File: src/rtl/pipelined_adder_pkg.sv
// Shared definitions for the pipelined add/subtract unit.
// chunk_w : bits resolved per pipeline stage (WIDTH/STAGES).
// geom_ok : legal geometry, i.e. 1 <= STAGES <= WIDTH and STAGES divides WIDTH.
package pipelined_adder_pkg;
  localparam int DEF_WIDTH  = 32;
  localparam int DEF_STAGES = 4;

  function automatic int chunk_w(int width, int stages);
    return width / stages;
  endfunction

  function automatic bit geom_ok(int width, int stages);
    return (stages >= 1) && (stages <= width) && (width % stages == 0);
  endfunction
endpackage

File: src/rtl/pipelined_adder_if.sv
// Operand/result handshake bundle for pipelined_adder.
// Input side : in_valid/in_ready, a, b, ci, sub.
// Output side: out_valid/out_ready, s, co, ovf, zero.
// master = operand source / result sink, slave = the adder.
interface pipelined_adder_if #(parameter int WIDTH = 32);
  logic             in_valid;
  logic             in_ready;
  logic [WIDTH-1:0] a;
  logic [WIDTH-1:0] b;
  logic             ci;
  logic             sub;
  logic             out_valid;
  logic             out_ready;
  logic [WIDTH-1:0] s;
  logic             co;
  logic             ovf;
  logic             zero;

  modport master (
    output in_valid, a, b, ci, sub, out_ready,
    input  in_ready, out_valid, s, co, ovf, zero
  );

  modport slave (
    input  in_valid, a, b, ci, sub, out_ready,
    output in_ready, out_valid, s, co, ovf, zero
  );
endinterface

File: src/rtl/pipelined_adder_stage.sv
// One pipeline slice of the adder: ripple-adds chunk IDX of a/bx plus the
// incoming carry, and registers the whole skewed word alongside it.
// Ports:
//   clk, rst        clock, async active-high reset
//   in_vld/in_rdy   upstream handshake (in_rdy = this slice can load)
//   in_a/in_bx      full operands (chunks above IDX still unresolved)
//   in_s            sum with chunks below IDX already resolved
//   in_c            carry into chunk IDX
//   out_vld/out_rdy downstream handshake
//   out_a/out_bx/out_s/out_c registered copies for the next slice
module adder_stage #(
  parameter int CHUNK = 8,
  parameter int WIDTH = 32,
  parameter int IDX   = 0
) (
  input  logic             clk,
  input  logic             rst,
  input  logic             in_vld,
  output logic             in_rdy,
  input  logic [WIDTH-1:0] in_a,
  input  logic [WIDTH-1:0] in_bx,
  input  logic [WIDTH-1:0] in_s,
  input  logic             in_c,
  output logic             out_vld,
  input  logic             out_rdy,
  output logic [WIDTH-1:0] out_a,
  output logic [WIDTH-1:0] out_bx,
  output logic [WIDTH-1:0] out_s,
  output logic             out_c
);
  localparam int LO = IDX * CHUNK;

  logic [CHUNK:0]   add_w;
  logic [WIDTH-1:0] s_nxt;

  assign add_w = {1'b0, in_a[LO +: CHUNK]} + {1'b0, in_bx[LO +: CHUNK]}
               + (CHUNK+1)'(in_c);

  always_comb begin
    s_nxt               = in_s;
    s_nxt[LO +: CHUNK]  = add_w[CHUNK-1:0];
  end

  // Load when empty or when the slice downstream drains us this cycle.
  assign in_rdy = ~out_vld | out_rdy;

  always_ff @(posedge clk or posedge rst) begin
    if (rst) begin
      out_vld <= 1'b0;
      out_a   <= '0;
      out_bx  <= '0;
      out_s   <= '0;
      out_c   <= 1'b0;
    end else if (in_rdy) begin
      out_vld <= in_vld;
      // Payload only moves with a real beat so a drained slice keeps its data.
      if (in_vld) begin
        out_a  <= in_a;
        out_bx <= in_bx;
        out_s  <= s_nxt;
        out_c  <= add_w[CHUNK];
      end
    end
  end
endmodule

File: src/rtl/pipelined_adder.sv
// WIDTH-bit add/subtract unit with the carry chain split over STAGES slices.
// Result = a + (sub ? ~b : b) + (sub ? ~ci : ci); latency STAGES, 1 beat/cycle.
// Ports:
//   clk  rising-edge clock
//   rst  asynchronous active-high reset (drops all in-flight beats)
//   bus  slave side of pipelined_adder_if (operands in, s/co/ovf/zero out)
module pipelined_adder
  import pipelined_adder_pkg::*;
#(
  parameter int WIDTH  = DEF_WIDTH,
  parameter int STAGES = DEF_STAGES
) (
  input  logic               clk,
  input  logic               rst,
  pipelined_adder_if.slave   bus
);
  localparam int CHUNK = chunk_w(WIDTH, STAGES);

  if (!geom_ok(WIDTH, STAGES)) begin : g_bad_geom
    $error("pipelined_adder: WIDTH must be a multiple of STAGES and STAGES in 1..WIDTH");
  end

  // Index k is the input of slice k; index STAGES is the output register.
  logic [STAGES:0]            vld_pipe;
  logic [STAGES:0]            rdy_pipe;
  logic [STAGES:0]            c_pipe;
  logic [STAGES:0][WIDTH-1:0] a_pipe;
  logic [STAGES:0][WIDTH-1:0] bx_pipe;
  logic [STAGES:0][WIDTH-1:0] s_pipe;
  logic                       c_into_msb;
  logic                       unused_skew;

  assign vld_pipe[0] = bus.in_valid;
  assign a_pipe[0]   = bus.a;
  assign bx_pipe[0]  = bus.sub ? ~bus.b : bus.b;
  assign c_pipe[0]   = bus.sub ? ~bus.ci : bus.ci;
  assign s_pipe[0]   = '0;
  assign rdy_pipe[STAGES] = bus.out_ready;

  for (genvar k = 0; k < STAGES; k++) begin : g_stage
    adder_stage #(.CHUNK(CHUNK), .WIDTH(WIDTH), .IDX(k)) u_stage (
      .clk     (clk),
      .rst     (rst),
      .in_vld  (vld_pipe[k]),
      .in_rdy  (rdy_pipe[k]),
      .in_a    (a_pipe[k]),
      .in_bx   (bx_pipe[k]),
      .in_s    (s_pipe[k]),
      .in_c    (c_pipe[k]),
      .out_vld (vld_pipe[k+1]),
      .out_rdy (rdy_pipe[k+1]),
      .out_a   (a_pipe[k+1]),
      .out_bx  (bx_pipe[k+1]),
      .out_s   (s_pipe[k+1]),
      .out_c   (c_pipe[k+1])
    );
  end

  // Nothing is accepted while reset is held.
  assign bus.in_ready = rdy_pipe[0] & ~rst;

  // Carry into the MSB recovered from the MSB sum bit: s = a ^ bx ^ cin.
  assign c_into_msb = a_pipe[STAGES][WIDTH-1] ^ bx_pipe[STAGES][WIDTH-1]
                    ^ s_pipe[STAGES][WIDTH-1];
  // Rest of the last slice's operand copies have no consumer.
  assign unused_skew = ^{a_pipe[STAGES], bx_pipe[STAGES]};

  assign bus.out_valid = vld_pipe[STAGES];
  assign bus.s         = s_pipe[STAGES];
  assign bus.co        = c_pipe[STAGES];
  assign bus.ovf       = c_pipe[STAGES] ^ c_into_msb;
  // Qualified by valid so the cleared register does not report zero.
  assign bus.zero      = vld_pipe[STAGES] & ~|s_pipe[STAGES];
endmodule

File: src/flat_wrapper.sv
// flat-port wrapper written by rule: the top's interface ports become plain ports
module pipelined_adder_flat import pipelined_adder_pkg::*;
#(
  parameter int WIDTH  = DEF_WIDTH,
  parameter int STAGES = DEF_STAGES
)
  (clk, rst, bus_in_valid, bus_a, bus_b, bus_ci, bus_sub, bus_out_ready, bus_in_ready, bus_out_valid, bus_s, bus_co, bus_ovf, bus_zero);
  pipelined_adder_if #(.WIDTH(WIDTH)) bus_i ();
  input  logic clk;
  input  logic rst;
  input wire logic [$bits(bus_i.in_valid)-1:0] bus_in_valid;
  input wire logic [$bits(bus_i.a)-1:0] bus_a;
  input wire logic [$bits(bus_i.b)-1:0] bus_b;
  input wire logic [$bits(bus_i.ci)-1:0] bus_ci;
  input wire logic [$bits(bus_i.sub)-1:0] bus_sub;
  input wire logic [$bits(bus_i.out_ready)-1:0] bus_out_ready;
  output wire logic [$bits(bus_i.in_ready)-1:0] bus_in_ready;
  output wire logic [$bits(bus_i.out_valid)-1:0] bus_out_valid;
  output wire logic [$bits(bus_i.s)-1:0] bus_s;
  output wire logic [$bits(bus_i.co)-1:0] bus_co;
  output wire logic [$bits(bus_i.ovf)-1:0] bus_ovf;
  output wire logic [$bits(bus_i.zero)-1:0] bus_zero;
  assign bus_i.in_valid = bus_in_valid;
  assign bus_i.a = bus_a;
  assign bus_i.b = bus_b;
  assign bus_i.ci = bus_ci;
  assign bus_i.sub = bus_sub;
  assign bus_i.out_ready = bus_out_ready;
  assign bus_in_ready = bus_i.in_ready;
  assign bus_out_valid = bus_i.out_valid;
  assign bus_s = bus_i.s;
  assign bus_co = bus_i.co;
  assign bus_ovf = bus_i.ovf;
  assign bus_zero = bus_i.zero;
  pipelined_adder #(.WIDTH(WIDTH), .STAGES(STAGES)) u_core (.clk(clk), .rst(rst), .bus(bus_i));
endmodule
File: config.mk
export PLATFORM = sky130hd
export DESIGN_NAME = pipelined_adder_flat
export DESIGN_NICKNAME = d
export VERILOG_FILES = /design/src/rtl/pipelined_adder_pkg.sv /design/src/rtl/pipelined_adder_if.sv /design/src/rtl/pipelined_adder_stage.sv /design/src/rtl/pipelined_adder.sv /design/src/flat_wrapper.sv
export SDC_FILE = /design/constraint.sdc
export NUM_CORES = 1
export LEC_CHECK = 0
export ABC_AREA = 1
export BUFFER_PORTS_ARGS = -buffer_cell sky130_fd_sc_hd__buf_4
export CELL_PAD_IN_SITES_DETAIL_PLACEMENT = 1
export CELL_PAD_IN_SITES_GLOBAL_PLACEMENT = 1
export CORE_ASPECT_RATIO = 0.5
export CORE_MARGIN = 2
export CORE_UTILIZATION = 35
export CTS_CLUSTER_SIZE = 30
export DETAILED_ROUTE_END_ITERATION = 8
export GPL_ROUTABILITY_DRIVEN = 0
export GPL_TIMING_DRIVEN = 1
export PLACE_DENSITY = 0.68
export SYNTH_ARGS = -nofsm -noshare
export SYNTH_HDL_FRONTEND = slang
export SYNTH_SLANG_ARGS = --single-unit
File: constraint.sdc
create_clock -name clk -period 11.7 [get_ports clk]
set_input_delay 1.17 -clock clk [delete_from_list [all_inputs] [get_ports clk]]
set_output_delay 1.17 -clock clk [all_outputs]
set_load 0.01 [all_outputs]
==> flow_summary.html, run 1 <==
<table>
<tr><th>Metric</th><th>Value</th></tr>
<tr><th colspan="2">Outcome</th></tr>
<tr><td>Status</td><td>complete, no violations</td></tr>
<tr><th colspan="2">Yosys</th></tr>
<tr><td>Cell type contributing the most total cell area after synthesis</td><td>dfrtp_1</td></tr>
<tr><td>Share of synthesized area occupied by flip-flops and latches</td><td>0.5323</td></tr>
<tr><td>Top cell types by occurrence after synthesis</td><td>nand2_1 (405), dfrtp_1 (186), inv_1 (84)</td></tr>
<tr><td>Number of enable-type register cells in the synthesized netlist</td><td>0</td></tr>
<tr><td>Post-synthesis area per instance</td><td>8.573 µm²</td></tr>
<tr><td>Synthesized netlist net count</td><td>1,126</td></tr>
<tr><td>Distinct cell type count after synthesis</td><td>30</td></tr>
<tr><td>Synth top area share</td><td>0.5323</td></tr>
<tr><td>Area contributors post-synth</td><td>dfrtp_1 (53%), nand2_1 (17%), o21ai_0 (4.7%)</td></tr>
<tr><td>Dominant cell by count in the synthesized netlist</td><td>nand2_1</td></tr>
<tr><td>Count of synthesis-stage warnings from yosys</td><td>0</td></tr>
<tr><td>Fraction of registers with async set/reset</td><td>1.000</td></tr>
<tr><td>Cell count after synthesis</td><td>1,020</td></tr>
<tr><td>Prevailing post-synth register cell</td><td>dfrtp_1</td></tr>
<tr><td>Cell area after technology mapping</td><td>0.008745 mm²</td></tr>
<tr><td>Synthesis-stage register bit count</td><td>186</td></tr>
<tr><th colspan="2">Floorplan</th></tr>
<tr><td>Die area</td><td>0.02634 mm²</td></tr>
<tr><td>I/O pin total</td><td>107</td></tr>
<tr><td>DIE HEIGHT</td><td>115.8 µm</td></tr>
<tr><td>Initial core utilization</td><td>0.3603</td></tr>
<tr><td>Die boundary width</td><td>227.5 µm</td></tr>
<tr><td>Core ar.</td><td>0.02427 mm²</td></tr>
<tr><td>Num rows</td><td>40</td></tr>
<tr><th colspan="2">Worst setup path</th></tr>
<tr><td>Setup slack of the worst register-to-register path</td><td>9.25 ns</td></tr>
<tr><td>Critical path startpoint</td><td>bus_out_ready</td></tr>
<tr><td>Worst-path maximum fanout</td><td>4</td></tr>
<tr><td>Worst R2R End</td><td>u_core.g_stage[1].u_stage.out_s[10]$_DFFE_PP0P_</td></tr>
<tr><td>Crit path capture</td><td>bus_in_ready</td></tr>
<tr><td>Launching point of the worst reg2reg path</td><td>u_core.g_stage[3].u_stage.out_vld$_DFFE_PP0P_</td></tr>
<tr><td>Startpoint type of the worst setup path</td><td>input pin</td></tr>
<tr><td>Worst EP arrival</td><td>1.97 ns</td></tr>
<tr><td>Kind of capture point of the worst setup path</td><td>primary output</td></tr>
<tr><td>Critical setup path kind</td><td>in -&gt; out</td></tr>
<tr><td>Worst path required time</td><td>10.53 ns</td></tr>
<tr><td>Reg2reg path depth</td><td>7</td></tr>
<tr><th colspan="2">Detailed routing</th></tr>
<tr><td>Pre-antenna DRT Iters</td><td>4</td></tr>
<tr><td>WL/cell</td><td>15.40 µm</td></tr>
<tr><td>DRC violation count after routing</td><td>0</td></tr>
<tr><td>Vias</td><td>6,744</td></tr>
<tr><td>Number of nets still failing antenna checks after routing</td><td>0</td></tr>
<tr><td>Iter 0 DRT Violations</td><td>371</td></tr>
<tr><td>Avg Vias per Cell</td><td>4.622</td></tr>
<tr><td>WL final</td><td>22,470 µm</td></tr>
<tr><th colspan="2">STA</th></tr>
<tr><td>Worst Tran Pin Value</td><td>0.9704 ns</td></tr>
<tr><td>Final clock skew</td><td>0.01222 ns</td></tr>
<tr><td>Maximum clock rate</td><td>318.0 MHz</td></tr>
<tr><td>Minimum period implied by the final worst setup slack</td><td>3.145 ns</td></tr>
<tr><td>Final Max Slew Viols</td><td>0</td></tr>
<tr><td>RSZ-0062 raised after global routing</td><td>false</td></tr>
<tr><td>Slew headroom</td><td>0.3523</td></tr>
<tr><td>Final period util</td><td>0.2688</td></tr>
<tr><td>Hold Violations, Final</td><td>0</td></tr>
<tr><td>Final Setup Violations</td><td>0</td></tr>
<tr><td>Setup Total Neg Slack</td><td>0 ns</td></tr>
<tr><th colspan="2">Global routing</th></tr>
<tr><td>Via count of the first global-routing pass</td><td>7,003</td></tr>
<tr><td>Maximum number of pins on one net before global-route repair</td><td>72</td></tr>
<tr><td>GRT overflow</td><td>0</td></tr>
<tr><td>Global-route wire length before repair</td><td>37,210 µm</td></tr>
<tr><td>Antenna violations before repair</td><td>1</td></tr>
<tr><td>Aggregate global-route resource usage</td><td>0.1853</td></tr>
<tr><th colspan="2">CTS</th></tr>
<tr><td>Clock net sink count</td><td>186</td></tr>
<tr><td>Number of buffers added to fix hold violations after cts</td><td>0</td></tr>
<tr><td>Level count of the clock H-tree</td><td>4</td></tr>
<tr><td>Post-CTS sizing</td><td>0</td></tr>
<tr><td>Number of buffers inserted during clock tree synthesis</td><td>17</td></tr>
<tr><td>Root Buffer</td><td>clkbuf_16</td></tr>
<tr><td>Clock latency reported for the late side of the worst-skew pair</td><td>0.45 ns</td></tr>
<tr><td>Post-CTS repair timing setup buffer count</td><td>0</td></tr>
<tr><td>Clock tree from TritonCTS</td><td>yes</td></tr>
<tr><td>Maximum clock path buffer count</td><td>2</td></tr>
<tr><td>Clk pin slew, worst setup/hold paths</td><td>0.07 ns</td></tr>
<tr><th colspan="2">Final layout</th></tr>
<tr><td>Total Nets Final</td><td>1,216</td></tr>
<tr><td>Antenna diode count</td><td>0</td></tr>
<tr><td>Filler Cells Inserted</td><td>2,909</td></tr>
<tr><td>Layout overhead on the synthesized area</td><td>19.06%</td></tr>
<tr><td>Post-Layout Cell Count</td><td>1,459</td></tr>
<tr><td>Layout cell share with drive strength beyond 1</td><td>0.1434</td></tr>
<tr><th colspan="2">Pwr</th></tr>
<tr><td>Static power due to leakage</td><td>5.371 nW</td></tr>
<tr><td>Maximum resistive drop on vdd</td><td>0.1310 mV</td></tr>
<tr><td>Final Power</td><td>2.599 mW</td></tr>
<tr><td>Pwr dens</td><td>249.6 mW/mm²</td></tr>
<tr><th colspan="2">Placed design</th></tr>
<tr><td>Number of placed instances with taps included</td><td>1,427</td></tr>
<tr><td>Detailed placement HPWL</td><td>16,280 µm</td></tr>
<tr><td>Buffers on Ports</td><td>106</td></tr>
<tr><th colspan="2">Run</th></tr>
<tr><td>Max-cap viol count</td><td>0</td></tr>
<tr><th colspan="2">Min path</th></tr>
<tr><td>Critical hold path startpoint</td><td>u_core.g_stage[0].u_stage.out_bx[24]$_DFFE_PP0P_</td></tr>
<tr><td>Hold/Removal Path Class</td><td>reg -&gt; reg</td></tr>
</table>
## sequential cells by signal, summed over array words and instances (netlist names)
signal,cells
u_core.g_stage.u_stage.out_a,49
u_core.g_stage.u_stage.out_vld,4
u_core.g_stage.u_stage.out_c,4
u_core.g_stage.u_stage.out_bx,49
u_core.g_stage.u_stage.out_s,80
## through the flow
stage	hold WS [ns]	util	setup WS [ns]	instance area, µm²
2_1_floorplan	0.4422	-	5.473	8745
3_3_place_gp	0.4547	0.4035	8.293	9793
3_5_place_dp	0.4553	0.4035	8.250	9793
4_1_cts	0.4728	0.4289	8.540	10410
5_1_grt	0.5045	0.4289	8.483	10410
6_report	0.4730	0.4289	8.555	10410
## final cells by class
type,instances,area (µm²),share of cell area
repair buffers,111,833.3,0.08004
clock inverters,12,161.4,0.01550
flip-flops and latches,186,4654,0.4471
well taps,336,420.4,0.04038
multi-input cells,706,3550,0.3409
inverters,88,335.3,0.03221
clock buffers,20,456.7,0.04387
## worst min path at each step
stage | slack [ns] | end | cells past startpoint
after detailed placement | 0.46 | u_core.g_stage[1].u_stage.out_bx[24]$_DFFE_PP0P_ | 2
after floorplan | 0.44 | u_core.g_stage[1].u_stage.out_bx[16]$_DFFE_PP0P_ | 2
after CTS | 0.47 | u_core.g_stage[1].u_stage.out_bx[24]$_DFFE_PP0P_ | 2
final | 0.47 | u_core.g_stage[1].u_stage.out_bx[24]$_DFFE_PP0P_ | 2
after global placement | 0.45 | u_core.g_stage[1].u_stage.out_bx[26]$_DFFE_PP0P_ | 2
after global routing | 0.50 | u_core.g_stage[1].u_stage.out_bx[26]$_DFFE_PP0P_ | 2
## per-layer routing
| layer | track usage | vias up | part of all wire |
|---|---|---|---|
| met4 | 0.05795 | 0 | 0.013 |
| met1 | 0.2829 | 3266 | 0.55 |
| met5 | 0 | - | 0 |
| met3 | 0.03676 | 19 | 0.033 |
| met2 | 0.2628 | 83 | 0.41 |
| li1 | - | 3376 | - |
## power breakdown
part	internal (mW)	leakage, nW	switching (mW)
sequential	0.878	2.31	0.167
combinational	0.362	2.77	0.579
clock	0.350	0.294	0.262
## logic make-up (layout without fill, tap and decap cells)
logic type	after synthesis	in the layout	synth area share
fa+ha+maj	36	36	0.05838
compound gates	123	123	0.07269
buf+inv	128	231	0.06210
flops	186	186	0.5323
simple gates	507	507	0.2345
xor+xnor	40	40	0.04006
## cell usage in the layout, fill, tap and decap left out, types with 28 or more instances in the layout
master,n
inv_1,83
o21ai_0,82
ha_1,28
nand2_1,405
xnor2_1,28
nand3_1,38
nor2_1,32
dfrtp_1,186
buf_4,111
## worst max-delay path: stages
cell and delay (ns):
buf_4 0.12, nor2_4 0.16, nand4_2 0.23, inv_1 0.11
nor2_1 0.04, buf_4 0.13
Power figures use the tool's default switching activity.
==> run 2, diff against run 1 <==
Clock period 11.7 ns to 2.9 ns, I/O delays scaled along.
==> flow_summary.html, run 2 (same netlist as run 1, synthesis figures left out) <==
<table>
<tr><th>Metric</th><th>Value</th></tr>
<tr><th colspan="2">Worst setup path</th></tr>
<tr><td>Worst R2R End</td><td>u_core.g_stage[2].u_stage.out_s[22]$_DFFE_PP0P_ (was u_core.g_stage[1].u_stage.out_s[10]$_DFFE_PP0P_)</td></tr>
<tr><td>Crit path capture</td><td>bus_zero (was bus_in_ready)</td></tr>
<tr><td>Cell occurring most often along the worst timing path</td><td>nor2_1 (was buf_4)</td></tr>
<tr><td>Launching point of the worst reg2reg path</td><td>u_core.g_stage[1].u_stage.out_c$_DFFE_PP0P_ (was u_core.g_stage[3].u_stage.out_vld$_DFFE_PP0P_)</td></tr>
<tr><td>Top cell family by delay on the critical path</td><td>simple AND/OR/NAND/NOR gates (unchanged)</td></tr>
<tr><td>Worst path cell trace</td><td>nor2_1 -&gt; nand3_1 -&gt; nor2_1 -&gt; nand3b_1 -&gt; nor2_1 -&gt; buf_4 (was buf_4 -&gt; nor2_4 -&gt; nand4_2 -&gt; inv_1 -&gt; nor2_1 -&gt; buf_4)</td></tr>
<tr><td>Buf/Inv on CP</td><td>1 (was 3)</td></tr>
<tr><td>Critical Path Slowest Stage Cell</td><td>dfrtp_1 (was nand4_2)</td></tr>
<tr><td>Kind of capture point of the worst setup path</td><td>primary output (unchanged)</td></tr>
<tr><td>Reg2reg path depth</td><td>11 (was 7)</td></tr>
<tr><td>Startpoint type of the worst setup path</td><td>register (was input pin)</td></tr>
<tr><td>Slowest cell delay on critical path</td><td>0.41 ns (was 0.23 ns)</td></tr>
<tr><td>Worst EP arrival</td><td>1.63 ns (was 1.97 ns)</td></tr>
<tr><td>Critical setup path kind</td><td>reg -&gt; out (was in -&gt; out)</td></tr>
<tr><td>Worst path required time</td><td>2.61 ns (was 10.53 ns)</td></tr>
<tr><td>Critical path startpoint</td><td>u_core.g_stage[3].u_stage.out_s[29]$_DFFE_PP0P_ (was bus_out_ready)</td></tr>
<tr><td>Path length in cells of the critical path</td><td>6 (unchanged)</td></tr>
<tr><td>Setup slack of the worst register-to-register path</td><td>1.04 ns (was 9.25 ns)</td></tr>
<tr><td>Worst-path maximum fanout</td><td>3 (was 4)</td></tr>
<tr><th colspan="2">Final layout</th></tr>
<tr><td>Number of flip-flops under the largest register name</td><td>80 (unchanged)</td></tr>
<tr><td>Layout overhead on the synthesized area</td><td>19.90% (was 19.06%)</td></tr>
<tr><td>Total Nets Final</td><td>1,221 (was 1,216)</td></tr>
<tr><td>Largest registers in the final layout</td><td>u_core.g_stage.u_stage.out_s: 80 flops, u_core.g_stage.u_stage.out_a: 49 flops, u_core.g_stage.u_stage.out_bx: 49 flops (unchanged)</td></tr>
<tr><td>Antenna diode count</td><td>0 (unchanged)</td></tr>
<tr><td>Filler Cells Inserted</td><td>2,895 (was 2,909)</td></tr>
<tr><td>Commonest non-fill, non-tap cell in the layout</td><td>nand2_1 (unchanged)</td></tr>
<tr><td>Layout cell share with drive strength beyond 1</td><td>0.1463 (was 0.1434)</td></tr>
<tr><td>Highest-count cells in the layout ignoring fill and taps</td><td>nand2_1 (405), dfrtp_1 (186), buf_4 (113), inv_1 (83), o21ai_0 (82) (was nand2_1 (405), dfrtp_1 (186), buf_4 (111), inv_1 (83), o21ai_0 (82))</td></tr>
<tr><td>Post-Layout Cell Count</td><td>1,464 (was 1,459)</td></tr>
<tr><td>Register bank with the most flops</td><td>u_core.g_stage.u_stage.out_s (unchanged)</td></tr>
<tr><th colspan="2">STA</th></tr>
<tr><td>Final Setup Violations</td><td>0 (unchanged)</td></tr>
<tr><td>Final clock skew</td><td>0.01332 ns (was 0.01222 ns)</td></tr>
<tr><td>Setup Total Neg Slack</td><td>0 ns (unchanged)</td></tr>
<tr><td>Worst Tran Pin Value</td><td>0.9734 ns (was 0.9704 ns)</td></tr>
<tr><td>Final Max Slew Viols</td><td>0 (unchanged)</td></tr>
<tr><td>Hold Violations, Final</td><td>0 (unchanged)</td></tr>
<tr><td>Maximum clock rate</td><td>519.8 MHz</td></tr>
<tr><td>Final period util</td><td>0.6634</td></tr>
<tr><td>RSZ-0062 raised after global routing</td><td>false (unchanged)</td></tr>
<tr><td>Slew headroom</td><td>0.3504 (was 0.3523)</td></tr>
<tr><td>Minimum period implied by the final worst setup slack</td><td>1.924 ns</td></tr>
<tr><th colspan="2">Floorplan</th></tr>
<tr><td>Die boundary width</td><td>227.5 µm (unchanged)</td></tr>
<tr><td>DIE HEIGHT</td><td>115.8 µm (unchanged)</td></tr>
<tr><td>Die area</td><td>0.02634 mm² (unchanged)</td></tr>
<tr><td>Num rows</td><td>40 (unchanged)</td></tr>
<tr><td>Core ar.</td><td>0.02427 mm² (unchanged)</td></tr>
<tr><td>I/O pin total</td><td>107 (unchanged)</td></tr>
<tr><td>Initial core utilization</td><td>0.3603 (unchanged)</td></tr>
<tr><th colspan="2">Detailed routing</th></tr>
<tr><td>Pre-antenna DRT Iters</td><td>4 (unchanged)</td></tr>
<tr><td>WL/cell</td><td>15.54 µm (was 15.40 µm)</td></tr>
<tr><td>WL final</td><td>22,760 µm (was 22,470 µm)</td></tr>
<tr><td>Number of nets still failing antenna checks after routing</td><td>0 (unchanged)</td></tr>
<tr><td>Vias</td><td>6,738 (was 6,744)</td></tr>
<tr><td>Iter 0 DRT Violations</td><td>433 (was 371)</td></tr>
<tr><td>DRC violation count after routing</td><td>0 (unchanged)</td></tr>
<tr><td>Avg Vias per Cell</td><td>4.602 (was 4.622)</td></tr>
<tr><th colspan="2">Global routing</th></tr>
<tr><td>Via count of the first global-routing pass</td><td>7,029 (was 7,003)</td></tr>
<tr><td>Global-route wire length before repair</td><td>37,410 µm (was 37,210 µm)</td></tr>
<tr><td>GRT overflow</td><td>0 (unchanged)</td></tr>
<tr><td>Antenna violations before repair</td><td>0 (was 1)</td></tr>
<tr><td>Aggregate global-route resource usage</td><td>0.1849 (was 0.1853)</td></tr>
<tr><td>Maximum number of pins on one net before global-route repair</td><td>72 (unchanged)</td></tr>
<tr><th colspan="2">CTS</th></tr>
<tr><td>Number of buffers added to fix hold violations after cts</td><td>0 (unchanged)</td></tr>
<tr><td>Number of buffers inserted during clock tree synthesis</td><td>17 (unchanged)</td></tr>
<tr><td>Clock latency reported for the late side of the worst-skew pair</td><td>0.44 ns (was 0.45 ns)</td></tr>
<tr><td>Post-CTS repair timing setup buffer count</td><td>0 (unchanged)</td></tr>
<tr><td>Clock tree from TritonCTS</td><td>yes (unchanged)</td></tr>
<tr><td>Root Buffer</td><td>clkbuf_16 (unchanged)</td></tr>
<tr><td>Post-CTS sizing</td><td>0 (unchanged)</td></tr>
<tr><td>Clock net sink count</td><td>186 (unchanged)</td></tr>
<tr><td>Clk pin slew, worst setup/hold paths</td><td>0.07 ns (about the same)</td></tr>
<tr><td>Level count of the clock H-tree</td><td>4 (unchanged)</td></tr>
<tr><td>Maximum clock path buffer count</td><td>2 (unchanged)</td></tr>
<tr><th colspan="2">Placed design</th></tr>
<tr><td>Buffers on Ports</td><td>106 (unchanged)</td></tr>
<tr><td>Detailed placement HPWL</td><td>16,430 µm (was 16,280 µm)</td></tr>
<tr><td>Number of placed instances with taps included</td><td>1,432 (was 1,427)</td></tr>
<tr><th colspan="2">Run</th></tr>
<tr><td>Max-cap viol count</td><td>0 (unchanged)</td></tr>
<tr><th colspan="2">Outcome</th></tr>
<tr><td>Status</td><td>complete, no violations (unchanged)</td></tr>
<tr><th colspan="2">Min path</th></tr>
<tr><td>Hold/Removal Path Class</td><td>in -&gt; reg (was reg -&gt; reg)</td></tr>
<tr><th colspan="2">Pwr</th></tr>
<tr><td>Static power due to leakage</td><td>5.406 nW (was 5.371 nW)</td></tr>
<tr><td>Pwr dens</td><td>1002 mW/mm² (was 249.6 mW/mm²)</td></tr>
<tr><td>Maximum resistive drop on vdd</td><td>0.5667 mV (was 0.1310 mV)</td></tr>
</table>
run 2: per-layer routing:
layer,track usage,vias up,part of all wire
met5,0,-,0
met4,0.04706,0,0.0086
met3,0.03600,14,0.035
met2,0.2654,87,0.41
met1,0.2842,3250,0.55
li1,-,3387,-
run 2: worst min path at each step:
| stage | end | cells after the start | start | slack (ns) |
|---|---|---|---|---|
| 3_5_place_dp | u_core.g_stage[1].u_stage.out_bx[28]$_DFFE_PP0P_ | 2 | u_core.g_stage[0].u_stage.out_bx[28]$_DFFE_PP0P_ | 0.46 |
| 3_3_place_gp | u_core.g_stage[1].u_stage.out_bx[21]$_DFFE_PP0P_ | 2 | u_core.g_stage[0].u_stage.out_bx[21]$_DFFE_PP0P_ | 0.46 |
| 5_1_grt | u_core.g_stage[0].u_stage.out_a[15]$_DFFE_PP0P_ | 3 | bus_a[15] | 0.04 |
| 6_report | u_core.g_stage[0].u_stage.out_a[15]$_DFFE_PP0P_ | 3 | bus_a[15] | 0.05 |
| 4_1_cts | u_core.g_stage[0].u_stage.out_a[15]$_DFFE_PP0P_ | 3 | bus_a[15] | 0.03 |
| 2_1_floorplan | u_core.g_stage[3].u_stage.out_vld$_DFFE_PP0P_ | 1 | bus_out_ready | 0.40 |
run 2: metrics by stage:
step	setup WS (ns)	instance area [µm²]	total power [mW]	hold WS [ns]	util
final	0.9760	10490	10.51	0.04972	0.4320
after global routing	0.7803	10490	11.38	0.04037	0.4320
after CTS	0.8910	10490	10.62	0.03290	0.4320
after detailed placement	0.6552	9867	8.095	0.4625	0.4065
after global placement	0.7286	9867	7.937	0.4618	0.4065
after floorplan	0.2175	8748	6.629	0.3977	-
run 2: worst reg2reg max path, stage by stage, from the launching register on:
cell and delay (ns):
dfrtp_1 0.40, fa_1 0.48, inv_1 0.11, fa_1 0.17, inv_1 0.05, nand2_1 0.09, nand2_1 0.06, nand3b_1 0.11
nand2_1 0.08, nand2_1 0.06, nand3_1 0.10, nand2_1 0.09
run 2: area by class of cell:
type | instances | area, µm² | area share
timing repair buffer | 116 | 908.4 | 0.08663
clock inverter | 11 | 157.7 | 0.01504
tap | 336 | 420.4 | 0.04010
multi-input combinational | 706 | 3550 | 0.3385
clock buffer | 21 | 460.4 | 0.04391
sequential | 186 | 4654 | 0.4439
inverter | 88 | 334.1 | 0.03186
run 2: power by group:
| part | internal, mW | switching, mW | leakage [nW] |
|---|---|---|---|
| clock | 1.42 | 1.04 | 0.295 |
| combinational | 1.47 | 2.35 | 2.80 |
| sequential | 3.54 | 0.685 | 2.31 |
| total | 6.43 | 4.08 | 5.41 |
